$ cat src/rtl/stream_sum_accumulator_pkg.sv
// Shared definitions for the streaming sum accumulator: adder width and
// FSM state encodings.
package stream_sum_accumulator_pkg;

   // Width of the core parallel-prefix adder datapath.
   localparam int ADD_W = 16;

   // Accumulator FSM states.
   typedef enum logic [1:0] {
      ST_IDLE  = 2'd0,
      ST_ACCUM = 2'd1,
      ST_DONE  = 2'd2
   } acc_state_e;

endpackage : stream_sum_accumulator_pkg

$ cat src/rtl/stream_sum_accumulator_adder.sv
// Existing 16-bit carry-in-less parallel-prefix adder. Group generate and
// propagate terms are combined by recursive doubling (Kogge-Stone), so each
// level doubles the span every bit position has resolved. The 17-bit result
// carries the final carry out in its MSB.
module RecursiveAdder
   import stream_sum_accumulator_pkg::*;
(
   input  logic [ADD_W-1:0] a,
   input  logic [ADD_W-1:0] b,
   output logic [ADD_W:0]   sum
);

   localparam int LVLS = $clog2(ADD_W);

   // g_s[k][i]: carry out of bit i considering bits [i : i-2^k+1].
   // p_s[k][i]: those same bits all propagate. Bit positions whose span
   // already reaches bit 0 only need g; their p is masked off by the
   // shifted operand and never affects the result.
   logic [ADD_W-1:0] g_s [0:LVLS];
   logic [ADD_W-1:0] p_s [0:LVLS-1];

   assign g_s[0] = a & b;
   assign p_s[0] = a ^ b;

   genvar lvl;
   generate
      for (lvl = 0; lvl < LVLS; lvl++) begin : g_level
         assign g_s[lvl+1] = g_s[lvl] | (p_s[lvl] & (g_s[lvl] << (1 << lvl)));
         if (lvl < LVLS - 1) begin : g_prop
            assign p_s[lvl+1] = p_s[lvl] & (p_s[lvl] << (1 << lvl));
         end
      end
   endgenerate

   // The carry into bit i is the resolved generate of bit i-1; bit 0 has
   // no carry in.
   assign sum = {g_s[LVLS][ADD_W-1], p_s[0] ^ {g_s[LVLS][ADD_W-2:0], 1'b0}};

endmodule : RecursiveAdder

$ cat src/rtl/stream_sum_accumulator.sv
// Packetised stream accumulator. Each accepted 16-bit beat is added to the
// running low half through the prefix adder; the adder carry increments an
// HI_W-bit high half. One result per packet is presented on a valid/ready
// output one cycle after the last beat is accepted.
module stream_sum_accumulator
   import stream_sum_accumulator_pkg::*;
#(
   parameter int HI_W  = 8,
   parameter int CNT_W = 8
)
(
   input  logic                  clk,
   input  logic                  rst_n,
   input  logic                  in_valid,
   output logic                  in_ready,
   input  logic [ADD_W-1:0]      in_data,
   input  logic                  in_last,
   output logic                  out_valid,
   input  logic                  out_ready,
   output logic [ADD_W+HI_W-1:0] out_sum,
   output logic [CNT_W-1:0]      out_count,
   output logic                  out_ovf
);

   acc_state_e             state_r;
   logic [ADD_W-1:0]       acc_lo_r;
   logic [HI_W-1:0]        acc_hi_r;
   logic [CNT_W-1:0]       count_r;
   logic                   ovf_r;
   logic                   out_valid_r;
   logic [ADD_W+HI_W-1:0]  out_sum_r;
   logic [CNT_W-1:0]       out_count_r;
   logic                   out_ovf_r;

   logic                   beat_s;
   logic [ADD_W-1:0]       add_a_s;
   logic [ADD_W:0]         add_sum_s;
   logic [HI_W-1:0]        hi_base_s;
   logic [HI_W-1:0]        hi_next_s;
   logic [CNT_W-1:0]       cnt_next_s;
   logic                   ovf_base_s;
   logic                   ovf_next_s;

   // Input is refused only while a finished result waits for downstream.
   assign in_ready = (state_r != ST_DONE);

   RecursiveAdder u_adder (
      .a   (add_a_s),
      .b   (in_data),
      .sum (add_sum_s)
   );

   // Select adder operand and post-beat totals; IDLE acts as a cleared accumulator.
   always_comb begin
      beat_s = in_valid && (state_r != ST_DONE);
      if (state_r == ST_IDLE) begin
         add_a_s    = {ADD_W{1'b0}};
         hi_base_s  = {HI_W{1'b0}};
         ovf_base_s = 1'b0;
         cnt_next_s = {{(CNT_W-1){1'b0}}, 1'b1};
      end else begin
         add_a_s    = acc_lo_r;
         hi_base_s  = acc_hi_r;
         ovf_base_s = ovf_r;
         if (count_r == {CNT_W{1'b1}}) begin
            cnt_next_s = count_r;
         end else begin
            cnt_next_s = count_r + {{(CNT_W-1){1'b0}}, 1'b1};
         end
      end
      hi_next_s  = hi_base_s + {{(HI_W-1){1'b0}}, add_sum_s[ADD_W]};
      ovf_next_s = ovf_base_s | (add_sum_s[ADD_W] && (hi_base_s == {HI_W{1'b1}}));
   end

   // FSM, accumulator registers and registered result outputs.
   always_ff @(posedge clk or negedge rst_n) begin
      if (!rst_n) begin
         state_r     <= ST_IDLE;
         acc_lo_r    <= {ADD_W{1'b0}};
         acc_hi_r    <= {HI_W{1'b0}};
         count_r     <= {CNT_W{1'b0}};
         ovf_r       <= 1'b0;
         out_valid_r <= 1'b0;
         out_sum_r   <= {(ADD_W+HI_W){1'b0}};
         out_count_r <= {CNT_W{1'b0}};
         out_ovf_r   <= 1'b0;
      end else begin
         case (state_r)
            ST_IDLE, ST_ACCUM: begin
               if (beat_s) begin
                  acc_lo_r <= add_sum_s[ADD_W-1:0];
                  acc_hi_r <= hi_next_s;
                  count_r  <= cnt_next_s;
                  ovf_r    <= ovf_next_s;
                  if (in_last) begin
                     state_r     <= ST_DONE;
                     out_valid_r <= 1'b1;
                     out_sum_r   <= {hi_next_s, add_sum_s[ADD_W-1:0]};
                     out_count_r <= cnt_next_s;
                     out_ovf_r   <= ovf_next_s;
                  end else begin
                     state_r <= ST_ACCUM;
                  end
               end else begin
                  state_r <= state_r;
               end
            end
            ST_DONE: begin
               if (out_ready) begin
                  state_r     <= ST_IDLE;
                  out_valid_r <= 1'b0;
               end else begin
                  state_r <= ST_DONE;
               end
            end
            default: begin
               state_r     <= ST_IDLE;
               out_valid_r <= 1'b0;
            end
         endcase
      end
   end

   assign out_valid = out_valid_r;
   assign out_sum   = out_sum_r;
   assign out_count = out_count_r;
   assign out_ovf   = out_ovf_r;

endmodule : stream_sum_accumulator
$ cat config.mk
export PLATFORM = sky130hd
export DESIGN_NAME = stream_sum_accumulator
export DESIGN_NICKNAME = d
export VERILOG_FILES = /design/src/rtl/stream_sum_accumulator_pkg.sv /design/src/rtl/stream_sum_accumulator_adder.sv /design/src/rtl/stream_sum_accumulator.sv
export SDC_FILE = /design/constraint.sdc
export NUM_CORES = 1
export LEC_CHECK = 0
export CORE_MARGIN = 5
export CORE_UTILIZATION = 45
export CTS_CLUSTER_SIZE = 8
export DETAILED_ROUTE_END_ITERATION = 6
export PLACE_DENSITY = 0.68
export SKIP_CTS_REPAIR_TIMING = 1
export SYNTH_ARGS = -nofsm -noshare
export SYNTH_HDL_FRONTEND = slang
export SYNTH_HIERARCHICAL = 1
export SYNTH_SLANG_ARGS = --single-unit
$ cat constraint.sdc
create_clock -name clk -period 5.46 [get_ports clk]
set_clock_uncertainty 0.2 [all_clocks]
set_input_delay 1.092 -clock clk [delete_from_list [all_inputs] [get_ports clk]]
set_output_delay 1.092 -clock clk [all_outputs]
set_load 0.005 [all_outputs]
# Word-level counts from Yosys, hierarchy flattened
# Index checks and enable logic that the tools add are counted.
[totals]
word_cells = 54
output_inout_bits = 35
ff_bits = 69
inputBits = 21
[classes]
n_bitwise = 15
eq_ne = 8
addsub = 2
reduce_logical = 7
n_mux = 13
[ops]
columns = ["op", "count"]
rows = [
  ["16-bit AND", 8],
  ["16-bit bitwise OR", 4],
  ["16-bit bitwise XOR", 2],
  ["8-bit two-way mux", 3],
  ["8-bit == test, second input constant", 2],
  ["16-bit two-way mux", 1],
  ["8-bit by 1-bit adder with 8-bit output", 1],
  ["8-bit by 1-bit adder with 8-bit output, second input constant", 1],
  ["2-bit != test, second input constant", 4],
  ["2-bit two-way mux", 3],
  ["3-bit AND reduction", 2],
  ["1-bit two-way mux", 4],
  ["2-bit case mux with 2 select lines", 1],
  ["2-bit by 1-bit == test with 1-bit output, second input constant", 1],
  ["2-bit == test, second input constant", 1],
  ["1-bit logical AND", 2],
  ["2-bit zero test", 1],
  ["1-bit case mux with 2 select lines", 1],
  ["2-bit AND reduction", 1],
  ["2-bit OR reduction", 1],
  ["1-bit bitwise OR", 1],
]

# Depth between registers and ports, before layout
# Gate-level depths: netlist of run 1.
[depth]
ltp_word = 13
ltp_mapped = 17
ltp_nobuf = 15

# Modules after synthesis
# The synthesis of run 1 kept the hierarchy.
[modules_own_cells]
columns = ["mod", "cells_each", "instances", "area_each_um2", "seq_area_each_um2"]
rows = [
  ["stream_sum_accumulator", 304, 1, 3205.6, 1726.7],
  ["RecursiveAdder", 102, 1, 769.5, 0.0],
]

# Worst setup path after synthesis of run 1
# OpenSTA, ideal clock, no wires.
[synth_path]
path_type = "reg-to-reg"
startpoint = "register state_r[1]"
endpoint = "register acc_hi_r[6]"
path_slack_ps = 1564
stages_incl_launch_ff = 17
n_path_buf = 2
t_arrival_ps = 3630
path_cell_list = "dfrtp_1 -> or2_1 -> clkbuf_8 -> buf_2 -> and2_1 -> ha_1 -> fa_1 -> a21oi_1 -> o211ai_1 -> nor3b_4 -> nor3b_2 -> a21oi_1 -> ha_1 -> ha_1 -> and3_1 -> o21ai_0 -> a22o_1"
[synth_via]
elab_chain_len = 12
word_cells_on_any_way = 22
classes_between = "add/sub (1); eq/ne (2); mux (2); bitwise (13); reduce/logical (4)"
[synth_lines]
columns = ["item", "line_no", "text"]
rows = [
  ["start: declaration", "stream_sum_accumulator.sv:25", "acc_state_e state_r;"],
  ["start signal: assignment", "stream_sum_accumulator.sv:105", "state_r <= state_r;"],
  ["2-bit zero test", "stream_sum_accumulator.sv:56", "if (state_r == ST_IDLE) begin"],
  ["16-bit two-way mux", "stream_sum_accumulator.sv:56", ""],
  ["named net add_a_s[0]", "stream_sum_accumulator.sv:36", "logic [ADD_W-1:0] add_a_s;"],
  ["16-bit AND", "stream_sum_accumulator_adder.sv:22", "assign g_s[0] = a & b;"],
  ["16-bit AND", "stream_sum_accumulator_adder.sv:28", "assign g_s[lvl+1] = g_s[lvl] | (p_s[lvl] & (g_s[lvl] << (1 << lvl)));"],
  ["16-bit bitwise OR", "stream_sum_accumulator_adder.sv:28", ""],
  ["16-bit AND", "stream_sum_accumulator_adder.sv:28", ""],
  ["16-bit bitwise OR", "stream_sum_accumulator_adder.sv:28", ""],
  ["16-bit AND", "stream_sum_accumulator_adder.sv:28", ""],
  ["16-bit bitwise OR", "stream_sum_accumulator_adder.sv:28", ""],
  ["16-bit AND", "stream_sum_accumulator_adder.sv:28", ""],
  ["16-bit bitwise OR", "stream_sum_accumulator_adder.sv:28", ""],
  ["named net add_sum_s[16]", "stream_sum_accumulator.sv:37", "logic [ADD_W:0] add_sum_s;"],
  ["8-bit by 1-bit adder with 8-bit output", "stream_sum_accumulator.sv:71", "hi_next_s = hi_base_s + {{(HI_W-1){1'b0}}, add_sum_s[ADD_W]};"],
  ["end signal: assignment", "stream_sum_accumulator.sv:80", "acc_hi_r <= {HI_W{1'b0}};"],
  ["end signal: assignment", "stream_sum_accumulator.sv:92", "acc_hi_r <= hi_next_s;"],
  ["end: declaration", "stream_sum_accumulator.sv:27", "logic [HI_W-1:0] acc_hi_r;"],
]
# The timed path passes the listed nets, and every way through them passes these cells.
# A chain may end at the register's enable or synchronous reset.

# Worst setup path in the final report of run 1
[layout_path]
startpoint = "input in_data[0]"
endpoint = "register acc_hi_r[6]"
[layout_via]
elab_chain_len = 10
[layout_lines]
columns = ["item", "line_no", "text"]
rows = [
  ["start: declaration", "stream_sum_accumulator.sv:16", "input logic [ADD_W-1:0] in_data,"],
  ["16-bit AND", "stream_sum_accumulator_adder.sv:22", ""],
  ["16-bit AND", "stream_sum_accumulator_adder.sv:28", ""],
  ["16-bit bitwise OR", "stream_sum_accumulator_adder.sv:28", ""],
  ["16-bit AND", "stream_sum_accumulator_adder.sv:28", ""],
  ["16-bit bitwise OR", "stream_sum_accumulator_adder.sv:28", ""],
  ["16-bit AND", "stream_sum_accumulator_adder.sv:28", ""],
  ["16-bit bitwise OR", "stream_sum_accumulator_adder.sv:28", ""],
  ["16-bit AND", "stream_sum_accumulator_adder.sv:28", ""],
  ["16-bit bitwise OR", "stream_sum_accumulator_adder.sv:28", ""],
  ["named net add_sum_s[16]", "stream_sum_accumulator.sv:37", ""],
  ["8-bit by 1-bit adder with 8-bit output", "stream_sum_accumulator.sv:71", ""],
]
# The timed path passes the listed nets, and every way through them passes these cells.

==> impl_results.md, run 1 <==
- Status: completed
- Count of final hold-check violations: 0
- Asr flop ratio synth: 1.00
- Die height: between 100 and 150 µm
- Cell count after synthesis: about 410
- DIE WIDTH: between 100 and 150 µm
- CTS root buffer: clkbuf_8
- Worst reg2reg path endpoint: acc_hi_r[6]
- Main synth FF type: dfrtp_1
- Synth cell types: 55
- CTS tree: yes
- Hold WS: 0.272 ns
- Comb pwr share: 0.415
- Net Switching: between 0.7 and 0.8 mW
- Critical Path AT: 4.28 ns
- Clock Pin Slew Worst Setup and Hold Paths: around 0.080 ns
- Vias: about 3,100
- CP Capture Type: register
- Setup TNS: 0 ns
- Placed cells: 556
- Pwr per Cell Area: between 400 and 500 nW/µm²
- Drt first pass iters: 4
- Vias in the first global route: roughly 3,200
- H-Tree Depth: 3
- Required time of the critical path: 5.54 ns
- Fin nets: 500
- Max Freq: ~0.24 GHz
- Sequential fraction of the synthesis area: 0.434
- Syn_area_per_cell: slightly below 10 µm²
- Total clock sinks: 69
- CTS Buf Count: 9
- Rel. slew slack: 0.321
- Final ANT Viol Nets: 0
- CP Launch Type: input pin
- Yosys warnings: 6
- Sequential power share: 0.362
- Final setup fails: 0
- Syn_nets: around 450
- Synthesized flop and latch total: just under 70
- Flop2flop setup slack: ~1.3 ns
- CP Class: in -> reg
- Top Ports: between 50 and 60
- CP Max Fanout: 5
- # rows: 34
- Global route overflow: 0
- Wire length per cell: 15.4 µm
- Clock buffer depth: 2
- Largest net degree at the start of global routing: 45
- Initial DRC count: a little under 80
- Filler Cells Inserted: 803
- Min cycle time layout: 4.20 ns
- First-pass GRT wire length: around 15 mm
- Min-delay src: acc_lo_r[11]
- Worst hold stages: 2
- Initial antenna violation count: 0
- Input/output buffers: between 50 and 60
- Total Routing Usage GR: 0.167
- Worst hold path type: reg -> reg
- Mapped cell area: roughly 4000 µm²
- Die area: between 10,000 and 15,000 µm²
- Worst Hold End: acc_lo_r[11]
- Overall power: around 2.1 mW
- Layout area overhead: 20.7%
- Maximum VDD drop: between 0.0002 and 0.0003 V
- Period utilization: 0.769
- Routed vias/inst: 5.39
- Max Cap Viol: 0
- Final Routed Wirelength: 8.81 mm
- Fin. max-slew vios: 0
- Starting density of the core: 0.458
- Switching Share: 0.343
- Power Internal: 1.39 mW
- Pleak: between 2 and 2.5 nW
- RSZ-0062 raised after global routing: no
- HPWL Detailed: a little over 6 mm
- Antenna cell count: 0
- DR DRC count: 0
- Share of cells above drive strength 1: 0.125
- Core ar.: between 8000 and 9000 µm²
- Clock share of power: 0.223
- Global placement routability congestion: between 0.8 and 0.9
- Final std cells w/o fill: roughly 570
- Worst-Skew Late Latency: about 0.34 ns
- Slew @ Worst Pin: ~1.0 ns
- Reg2Reg Depth: 14
- EDFF count, synth: 0
- FF-to-FF Start: state_r[1]
[cells by family after synthesis]
| logic type | share of synthesized area |
|---|---|
| xor gates and xnor gates | 0.0441 |
| adders and majority gates | 0.0648 |
| muxes | 0.0711 |
| and+or+nand+nor | 0.201 |
| AOI/OAI and AO/OA | 0.155 |
| buffers and inverters | 0.0293 |
| DFF | 0.434 |
[area by class of cell]
cell class | count | area (µm²) | area share
clock buffers | 9 | 124 | 0.0258
clock inverters | 7 | 98.8 | 0.0206
inverters | 3 | 11.3 | 0.00235
multi-input cells | 318 | 2130 | 0.445
flip-flops and latches | 69 | 1730 | 0.360
well taps | 108 | 135 | 0.0282
repair buffers | 58 | 568 | 0.118
[sequential cells by signal, summed over array words and instances (netlist names)]
signal / flops
state_r: 2
acc_hi_r: 8
ovf_r: 1
count_r: 8
out_valid: 1
out_ovf: 1
out_sum: 24
out_count: 8
acc_lo_r: 16
[per-layer routing]
metal / track usage / vias up / share of wire
met2: 0.270 / 66 / 0.48
li1: - / 1532 / -
met1: 0.219 / 1470 / 0.48
met3: 0.0360 / 13 / 0.034
met4: 0.0611 / 0 / 0.014
met5: 0 / - / 0
[critical path, stage by stage]
cell	delay, ns
clkdlybuf4s50_1	0.41
ha_1	0.23
fa_1	0.41
a21oi_1	0.26
o211ai_1	0.16
nor3b_4	0.18
nor3b_2	0.29
a21oi_1	0.15
ha_1	0.28
ha_1	0.29
and3_1	0.22
o21ai_0	0.15
a22o_1	0.15
[Yosys cell counts (3+ instances only)]
cell / number / area (µm²)
a211oi_1: 4 / 30.0
a21oi_1: 28 / 140
a31oi_1: 4 / 25.0
and2_1: 19 / 119
and3_1: 5 / 31.3
and4_4: 4 / 45.0
buf_2: 4 / 20.0
buf_6: 3 / 33.8
clkbuf_1: 6 / 22.5
dfrtp_1: 69 / 1730
ha_1: 19 / 238
inv_1: 3 / 11.3
mux2_4: 16 / 240
nand2_1: 87 / 327
nand2b_1: 3 / 18.8
nand3_1: 12 / 60.1
nor2_1: 13 / 48.8
o211ai_1: 4 / 30.0
o21ai_0: 32 / 160
o31ai_1: 4 / 30.0
xnor2_1: 12 / 105
xor2_1: 8 / 70.1
[worst max-delay path by stage]
stage | startpoint | slack [ns] | cells past startpoint | to
after global placement | in_data[0] | 1.0 | 13 | acc_hi_r[6]
final | in_data[0] | 1.26 | 13 | acc_hi_r[6]
after global routing | state_r[1] | 1.05 | 15 | acc_hi_r[4]
after floorplan | state_r[1] | 1.56 | 16 | acc_hi_r[6]
after detailed placement | in_data[0] | 0.91 | 13 | acc_hi_r[6]
after CTS | state_r[1] | 1.27 | 14 | acc_hi_r[6]
[cell usage in the layout, fill, tap and decap left out, drive strengths merged, types with 3 or more instances in the layout]
| master | n |
|---|---|
| a31oi | 4 |
| and4 | 4 |
| and3 | 5 |
| nor2 | 13 |
| xor2 | 8 |
| nand3 | 12 |
| a21oi | 28 |
| inv | 4 |
| o21ai | 34 |
| clkdlybuf4s50 | 54 |
| xnor2 | 12 |
| buf | 4 |
| o211ai | 4 |
| dfrtp | 69 |
| nor3b | 3 |
| o31ai | 6 |
| a21o | 3 |
| a211oi | 4 |
| and2 | 20 |
| clkinv | 3 |
| mux2 | 18 |
| nand2b | 3 |
| ha | 19 |
| clkbuf | 9 |
| nand2 | 91 |
[power groups by stage]
stage / Clock [mW] / Sequential, mW / Combinational, mW
6_report: 0.472 / 0.767 / 0.878
4_1_cts: 0.485 / 0.768 / 0.885
5_1_grt: 0.507 / 0.791 / 0.976
3_3_place_gp: 0 / 0.769 / 0.863
2_1_floorplan: 0 / 0.757 / 0.589
3_5_place_dp: 0 / 0.775 / 0.878
[through the flow]
step / setup WS (ns) / cell area (µm²) / util
floorplan: 1.56 / 3980 / -
global placement: 0.996 / 4580 / 0.527
detailed placement: 0.907 / 4580 / 0.527
CTS: 1.27 / 4800 / 0.553
global route: 1.05 / 4800 / 0.553
finish: 1.26 / 4800 / 0.553
Note: power is estimated with default switching activity, not from simulation.
==> run 2, diff against run 1 <==
==> constraint.sdc (replaced) <==
create_clock -name clk -period 4.36 [get_ports clk]
set_clock_uncertainty 0.2 [all_clocks]
set_input_delay 0.872 -clock clk [delete_from_list [all_inputs] [get_ports clk]]
set_output_delay 0.872 -clock clk [all_outputs]
set_load 0.005 [all_outputs]
==> run 2 against run 1 <==
Combinational power increased by 25%; global-route usage decreased by 0.074 points; final cell count increased by 0.52%; critical path type is now reg -> reg.
==> impl_results.md, run 2 (same netlist as run 1, synthesis figures left out) <==
- Final std cells w/o fill: 575 (+0.52%)
- Die height: 104 µm (unchanged)
- Hold WS: 0.270 ns (-0.00229 ns)
- Worst path cell trace: or2_1 > and2_1 > ha_1 > fa_1 > a21oi_1 > o211ai_1 > nor3b_4 > nor3b_2 > a21oi_1 > ha_1 > ha_1 > and3_1 > o21ai_0 > a22o_1
- Worst reg2reg path endpoint: acc_hi_r[6]
- Maximum VDD drop: 0.000355 V (+20%)
- CP Launch Type: register
- CTS tree: yes
- DIE WIDTH: 104 µm (unchanged)
- Starting density of the core: 0.458 (unchanged)
- First-pass GRT wire length: 15.1 mm (-0.73%)
- Routed vias/inst: 5.40 (+0.22%)
- Most common cell after layout, fill and taps aside: nand2_1
- Wire length per cell: 15.0 µm (-2.6%)
- Total Routing Usage GR: 0.166 (-0.000742)
- Largest register FFs: 24 (unchanged)
- Fin. max-slew vios: 0 (unchanged)
- HPWL Detailed: 6.10 mm (+0.83%)
- Flop2flop setup slack: 0.46 ns (-0.82 ns)
- Setup TNS: 0 ns (unchanged)
- Status: completed
- Largest net degree at the start of global routing: 44 (-2.2%)
- Core ar.: 8680 µm² (unchanged)
- Initial antenna violation count: 0 (unchanged)
- Antenna cell count: 0 (unchanged)
- RSZ-0062 raised after global routing: no
- Max Freq: about 0.26 GHz
- Vias: 3,104 (+0.75%)
- CP Capture Type: register
- Placed cells: 559 (+0.54%)
- Crit path largest cell delay: 0.46 ns (+0.05 ns)
- Initial DRC count: 131 (+70%)
- Worst-Skew Late Latency: 0.35 ns (about the same)
- Global route overflow: 0 (unchanged)
- Count of final hold-check violations: 0 (unchanged)
- Max Cap Viol: 0 (unchanged)
- Min-delay src: acc_lo_r[6]
- Drt first pass iters: 4 (unchanged)
- Critical path buffers and inverters: 0 (-1)
- Die area: 10,800 µm² (unchanged)
- Fin nets: 503 (+0.60%)
- Slowest cell on the critical path: dfrtp_1
- Top Family by Delay on Critical Path: adder cells
- Critical Path AT: 3.99 ns (-0.29 ns)
- CP Class: reg -> reg
- Clock Pin Slew Worst Setup and Hold Paths: 0.08 ns (about the same)
- Pwr per Cell Area: 541 nW/µm² (+23%)
- Top Ports: 56 (unchanged)
- Min cycle time layout: between 3 and 4 ns
- Worst hold stages: 2 (unchanged)
- Total clock sinks: 69 (unchanged)
- CTS root buffer: clkbuf_8
- Clock buffer depth: 2 (unchanged)
- Worst Setup SP: state_r[1]
- Slew @ Worst Pin: 1.02 ns (+0.00344 ns)
- Required time of the critical path: 4.45 ns (-1.09 ns)
- Vias in the first global route: 3,219 (+1.1%)
- Reg2Reg Depth: 14 (unchanged)
- CTS Buf Count: 9 (unchanged)
- CP Max Fanout: 7 (+2)
- Most frequent cells in the layout: nand2_1 (87), dfrtp_1 (69), clkdlybuf4s50_1 (54), o21ai_0 (32), a21oi_1 (28)
- Final ANT Viol Nets: 0 (unchanged)
- Layout area overhead: 20.6% (about the same)
- FF-to-FF Start: state_r[1]
- Input/output buffers: 55 (unchanged)
- Period utilization: 0.894
- Worst path most repeated cell: ha_1
- # rows: 34 (unchanged)
- Pleak: 2.20 nW (+0.18%)
- Worst Hold End: acc_lo_r[6]
- Share of cells above drive strength 1: 0.131 (+0.00562)
- Final Routed Wirelength: 8.63 mm (-2.1%)
- H-Tree Depth: 3 (unchanged)
- DR DRC count: 0 (unchanged)
- Final setup fails: 0 (unchanged)
- Worst hold path type: reg -> reg
- Global placement routability congestion: 0.845 (-2.1%)
- Rel. slew slack: 0.318 (-0.00229)
==> run 2: cell count changes in the layout (fill, tap and decap cells not counted) <==
| cell | change |
|---|---|
| clkinv_2 | +1 |
| buf_4 | +3 |
| bufinv_16 | -1 |
==> run 2: report_power, final <==
group	leakage, nW	switching (mW)	internal [mW]	total, mW
Sequential	0.883	0.126	0.832	0.958
Combinational	1.22	0.513	0.591	1.10
Clock	0.0996	0.265	0.266	0.531
==> run 2: how the worst max path moves through the flow <==
| stage | end | slack [ns] | cells after the start |
|---|---|---|---|
| floorplan | acc_hi_r[6] | 0.46 | 16 |
| global placement | acc_hi_r[6] | 0.22 | 13 |
| detailed placement | acc_hi_r[6] | 0.14 | 13 |
| CTS | acc_hi_r[6] | 0.47 | 14 |
| global route | acc_hi_r[6] | 0.20 | 14 |
| finish | acc_hi_r[6] | 0.46 | 14 |
==> run 2: layout make-up <==
type                            count  area [µm²]
Multi-Input combinational cell    318        2130
Timing Repair Buffer               61         591
Clock inverter                      7        73.8
Clock buffer                        9         124
Sequential cell                    69        1730
Fill cell                         791        3880
Tap cell                          108         135
Inverter                            3        11.3
==> run 2: metrics by stage <==
| stage | power, mW | utilization | setup WS [ns] | cell area, µm² |
|---|---|---|---|---|
| global placement | 2.05 | 0.530 | 0.222 | 4600 |
| CTS | 2.62 | 0.553 | 0.472 | 4800 |
| detailed placement | 2.08 | 0.530 | 0.144 | 4600 |
| finish | 2.59 | 0.553 | 0.461 | 4800 |
| floorplan | 1.69 | - | 0.464 | 3980 |
| global route | 2.80 | 0.553 | 0.200 | 4800 |
==> run 2: metal layers <==
layer	wire, µm	GRT usage	up-vias
met5	0	0	-
met4	127	0.0629	0
met3	423	0.0410	13
met2	4100	0.271	84
met1	3970	0.212	1469
li1	-	-	1538
==> run 2: worst reg2reg max path, stage by stage (launching register included) <==
cell      delay (ns)
dfrtp_1         0.46
or2_1           0.30
and2_1          0.18
ha_1            0.23
fa_1            0.41
a21oi_1         0.28
o211ai_1        0.17
nor3b_4         0.18
nor3b_2         0.19
a21oi_1         0.12
ha_1            0.28
ha_1            0.30
and3_1          0.23
o21ai_0         0.16
a22o_1          0.15
==> run 3, diff against run 2 <==
--- a/config.mk
+++ b/config.mk
@@ -6,10 +6,11 @@
 export NUM_CORES = 1
 export LEC_CHECK = 0
 export CORE_MARGIN = 5
-export CORE_UTILIZATION = 45
+export CORE_UTILIZATION = 55
+export CTS_CLUSTER_DIAMETER = 80
 export CTS_CLUSTER_SIZE = 8
 export DETAILED_ROUTE_END_ITERATION = 6
-export PLACE_DENSITY = 0.68
+export PLACE_DENSITY = 0.9
 export SKIP_CTS_REPAIR_TIMING = 1
 export SYNTH_ARGS = -nofsm -noshare
 export SYNTH_HDL_FRONTEND = slang
==> run 3 against run 2 <==
Non-clock buffer count down 1; sequential cell count unchanged; design area down 0.34%; wire length up 0.92%; register-to-register slack worse by 0.11 ns; sequential power about the same; utilization up 12 points; critical endpoint is now out_sum[22]; highest routed layer unchanged.
==> impl_results.md, run 3 (same netlist as run 1, synthesis figures left out) <==
- Final Routed Wirelength: 8.70 mm (+0.92%)
- Crit path largest cell delay: 0.45 ns (about the same)
- RSZ-0062 raised after global routing: no
- Layout area overhead: 20.2%
- Global placement routability congestion: 0.861 (+1.9%)
- Input/output buffers: 55 (unchanged)
- Die height: 95.0 µm (-8.6%)
- HPWL Detailed: 6.13 mm (+0.49%)
- Vias in the first global route: 3,152 (-2.1%)
- CTS tree: yes
- Antenna cell count: 0 (unchanged)
- Min-delay src: acc_lo_r[7]
- Flop2flop setup slack: 0.35 ns (-0.11 ns)
- Core ar.: 7140 µm² (-18%)
- Most common cell after layout, fill and taps aside: nand2_1
- GRT busiest layer: met2
- Critical Path AT: 4.07 ns (+0.08 ns)
- Fin. max-slew vios: 0 (unchanged)
- CTS Buf Count: 9 (unchanged)
- Initial DRC count: 176 (+34%)
- DIE WIDTH: 95.0 µm (-8.6%)
- Initial antenna violation count: 0 (unchanged)
- Required time of the critical path: 4.43 ns (-0.02 ns)
- Period utilization: 0.919 (+0.0242)
- Global route overflow: 0 (unchanged)
- Clock Pin Slew Worst Setup and Hold Paths: 0.07 ns (about the same)
- CP Max Fanout: 28 (+21)
- Total Routing Usage GR: 0.210 (+0.0436)
- # rows: 31 (-8.8%)
- First-pass GRT wire length: 14.8 mm (-1.6%)
- Status: completed
- H-Tree Depth: 3 (unchanged)
- Met3 Use GR: 0.0434 (+0.00244)
- Largest net degree at the start of global routing: 44 (unchanged)
- CP Launch Type: register
- Worst path cell trace: or2_1 > buf_4 > and2_1 > ha_1 > a21oi_1 > o21ai_0 > o21ai_0 > nor3b_2 > a21oi_1 > ha_1 > ha_1 > and3_1 > xnor2_1 > o21ai_0
- Drt first pass iters: 5 (+1)
- Slowest cell on the critical path: dfrtp_1
- Final Cell Area: 4780 µm² (-0.34%)
- Share of cells above drive strength 1: 0.129 (-0.00187)
- FF-to-FF Start: state_r[1]
- Die area: 9030 µm² (-17%)
- Met1 Usage GRT: 0.269 (+0.0576)
- DR DRC count: 0 (unchanged)
- Vias: 3,209 (+3.4%)
- Final ANT Viol Nets: 0 (unchanged)
- Pwr per Cell Area: 547 nW/µm² (+1.1%)
- Worst Setup SP: state_r[1]
- CP Class: reg -> reg
- Rel. slew slack: 0.353 (+0.0349)
- Wire length per cell: 15.4 µm (+2.7%)
- Top Family by Delay on Critical Path: simple AND/OR/NAND/NOR gates
- Largest register FFs: 24 (unchanged)
- Slew @ Worst Pin: 0.970 ns (-0.0523 ns)
- Worst-Skew Late Latency: 0.35 ns (about the same)
- Pleak: 2.19 nW (-0.46%)
- Met2 usage: 0.352 (+0.0809)
- Most frequent cells in the layout: nand2_1 (87), dfrtp_1 (69), clkdlybuf4s50_1 (54), o21ai_0 (32), a21oi_1 (28)
- Top Ports: 56 (unchanged)
- Worst hold path type: reg -> reg
- Clock buffer depth: 2 (unchanged)
- Count of final hold-check violations: 0 (unchanged)
- Routed vias/inst: 5.68 (+5.2%)
- Fin nets: 502 (-0.20%)
- Critical path buffers and inverters: 1 (+1)
- Setup TNS: 0 ns (unchanged)
- CP Capture Type: register
- Starting density of the core: 0.557 (+0.0989)
- Maximum VDD drop: 0.000338 V (-4.8%)
- Placed Area: 4580 µm² (-0.41%)
- Min cycle time layout: 4.01 ns (+0.106 ns)
- Final setup fails: 0 (unchanged)
- CTS root buffer: clkbuf_8
- Max Cap Viol: 0 (unchanged)
- Total clock sinks: 69 (unchanged)
- Max Freq: 0.250 GHz (-2.6%)
-- run 3: path summary, 6_finish.rpt --
path	endpoint	cells past startpoint
max	out_sum[22]	14
min	acc_lo_r[7]	2
max reg2reg	out_sum[22]	14
min reg2reg	acc_lo_r[7]	2
max in group asynchronous	out_count[3]	2
min in group asynchronous	out_sum[20]	1
-- run 3: layer usage --
metal / part of all wire / wire length (µm)
met1: 0.43 / 3750
met2: 0.50 / 4380
met3: 0.051 / 446
met4: 0.015 / 133
met5: 0 / 0
-- run 3: through the flow --
step	total power, mW	util	cells	setup WS, ns	hold WS [ns]
after global routing	2.79	0.670	565	0.122	0.283
final	2.61	0.670	565	0.355	0.270
after CTS	2.62	0.670	565	0.412	0.273
after floorplan	1.69	-	406	0.464	0.237
after global placement	2.03	0.642	549	0.264	0.248
after detailed placement	2.08	0.642	549	0.128	0.254
-- run 3: worst min-delay path: stages (launching register included) --
cell and delay, ns:
dfrtp_1 0.34, nand2_1 0.05, nand2_1 0.06
-- run 3: layout make-up --
cell class                 instances  area (µm²)
tap                               99         124
inverter                           3        11.3
fill                             579        2360
clock inverter                     6        62.6
sequential                        69        1730
timing repair buffer              60         583
clock buffer                      10         138
multi-input combinational        318        2130
-- run 3: where the power goes --
group / leakage (nW) / switching (mW) / internal [mW]
Sequential: 0.883 / 0.127 / 0.832
Clock: 0.0943 / 0.254 / 0.277
Combinational: 1.21 / 0.531 / 0.592
Total: 2.19 / 0.912 / 1.70
==> patch (flow settings as in run 2) <==
Encoding of `acc_state_e`: now one-hot (3 bits for 3 states).
--- a/src/rtl/stream_sum_accumulator_pkg.sv
+++ b/src/rtl/stream_sum_accumulator_pkg.sv
@@ -6,10 +6,10 @@
    localparam int ADD_W = 16;
 
    // Accumulator FSM states.
-   typedef enum logic [1:0] {
-      ST_IDLE  = 2'd0,
-      ST_ACCUM = 2'd1,
-      ST_DONE  = 2'd2
+   typedef enum logic [2:0] {
+      ST_IDLE  = 3'b001,
+      ST_ACCUM = 3'b010,
+      ST_DONE  = 3'b100
    } acc_state_e;
 
 endpackage : stream_sum_accumulator_pkg
Function: no difference found for any inputs over 4 cycles, from zero or initial values and one cycle with rst_n low; so few cycles prove little.
==> patch against run 2 <==
  * Final cell count up 3.0%
  * Sequential cell count rose by 1
  * Fmax is 5.0% lower
  * First-iteration DRC count grew 4.6%
  * Largest power group unchanged
  * Cell area up 0.55%
  * Total power up 17%
  * Area after synthesis hardly changed
  * Worst setup slack worse by 0.20 ns
  * Wire length increased by 0.48%
==> patch: results (changes against run 2) <==
status: "completed"
synth_seq_area_share: 0.441  # +0.00703
fillers: 787  # -0.51%
path_max_fanout: 18  # +11
cp_slowest_cell: "dfstp_2"
ys_top_cells_by_area: "dfrtp_1 43%, nand2_1 8.0%, ha_1 6.0%"
dr.pass1.iters: 4  # unchanged
ys.flop_type: "dfrtp_1"
synth_area_per_cell_um2: 9.43  # -3.7%
hold_path.class: "register to register"
max_stage_delay_ns: 0.60  # +0.14 ns
slew_headroom: 0.363  # +0.0449
finalNonFillerCells: 592  # +3.0%
clkTransAtPathRegs_ns: 0.07
placed_cell_area_mm2: 0.00464  # +0.90%
p_leak_nw: 2.15  # -2.2%
grt_pass1_wl_um: 14900  # -0.73%
drive_above_1_share: 0.103  # -0.0273
dp_hpwl_um: 6250  # +2.5%
grt_use_met2: 0.268  # -0.00319
placedCellCount: 576  # +3.0%
use_met1: 0.211  # -0.000662
via_per_inst: 5.45  # +1.0%
yosysUniqueCellTypes: 57  # +3.6%
peakVddDrop_v: 0.000341  # -4.1%
synth.net_count: 462  # +3.4%
grt_pass1_vias: 3234  # +0.47%
finalWeightedCongestion: 0.857  # +1.4%
largest_reg_flops: 24  # unchanged
grt_max_degree: 41  # -6.8%
drtIter0Drc: 137  # +4.6%
postRouteWirelength_um: 8670  # +0.48%
cts-buffers-inserted: 9  # unchanged
grtUsageTotal: 0.165  # -0.000941
arrival_ns: 4.14  # +0.15 ns
finalNetCount: 520  # +3.4%
post-place-ws_ns: 0.193  # +0.0496 ns
netlist_top_cells_count: "85 x nand2_1, 69 x dfrtp_1, 37 x o21ai_0"
-- patch: cell count changes after synthesis, sizes merged, moves of 3 or more --
cell / change
nand3: -3
nand2: -4
xnor2: +3
o21ai: +4
o22a: +3
nor2b: +3
nor2: +10
-- patch: worst paths after layout --
kind                             start           end  slack (ns)  cells past startpoint
setup / recovery            state_r[0]   out_sum[22]        0.26                     15
min in group asynchronous        rst_n  out_count[4]        0.44                      1
hold / removal             acc_lo_r[8]   acc_lo_r[8]        0.27                      2
hold reg to reg            acc_lo_r[8]   acc_lo_r[8]        0.27                      2
max in group asynchronous        rst_n    out_sum[6]        2.47                      3
setup reg to reg            state_r[0]   out_sum[22]        0.26                     15
-- patch: cells by family (layout without fill, tap and decap cells) --
family / count (synthesis) / count (layout) / share of synthesized area
xor gates and xnor gates: 24 / 24 / 0.0529
adders and majority gates: 20 / 20 / 0.0649
DFF: 70 / 70 / 0.441
buffers and inverters: 20 / 83 / 0.0246
and+or+nand+nor: 169 / 169 / 0.211
AOI/OAI and AO/OA: 98 / 98 / 0.149
muxes: 20 / 20 / 0.0561
-- patch: layout make-up --
| cell class | instances | area share |
|---|---|---|
| Clock inverter | 1 | 0.00156 |
| Sequential cell | 70 | 0.364 |
| Tap cell | 108 | 0.0280 |
| Inverter | 3 | 0.00234 |
| Timing Repair Buffer | 64 | 0.127 |
| Multi-Input combinational cell | 331 | 0.443 |
| Clock buffer | 15 | 0.0345 |
-- patch: routing by layer --
metal | wire (um) | part of all wire
met1 | 4060 | 0.47
met2 | 4080 | 0.47
met3 | 359 | 0.041
met4 | 172 | 0.020
met5 | 0 | 0
-- patch: worst max-delay path, delay by kind of cell (launching register included) --
| family | cells | cell delay (ns) |
|---|---|---|
| AO/OA/AOI/OAI | 2 | 0.37 |
| XOR/XNOR | 1 | 0.15 |
| adder cells (fa/ha/maj) | 3 | 0.81 |
| buffers and inverters | 1 | 0.23 |
| flip-flops | 1 | 0.60 |
| AND/OR/NAND/NOR | 8 | 1.63 |
-- patch: metrics by stage --
stage	utilization	hold WS [ns]
2_1_floorplan	-	0.237
3_3_place_gp	0.535	0.250
3_5_place_dp	0.535	0.254
4_1_cts	0.555	0.272
5_1_grt	0.556	0.293
6_report	0.556	0.267
-- patch: report_power, final --
group | leakage (nW) | internal [W] | switching (W)
clock network | 0.0840 | 0.000239 | 0.000240
logic | 1.16 | 0.000746 | 0.000842
registers | 0.903 | 0.000852 | 0.000112
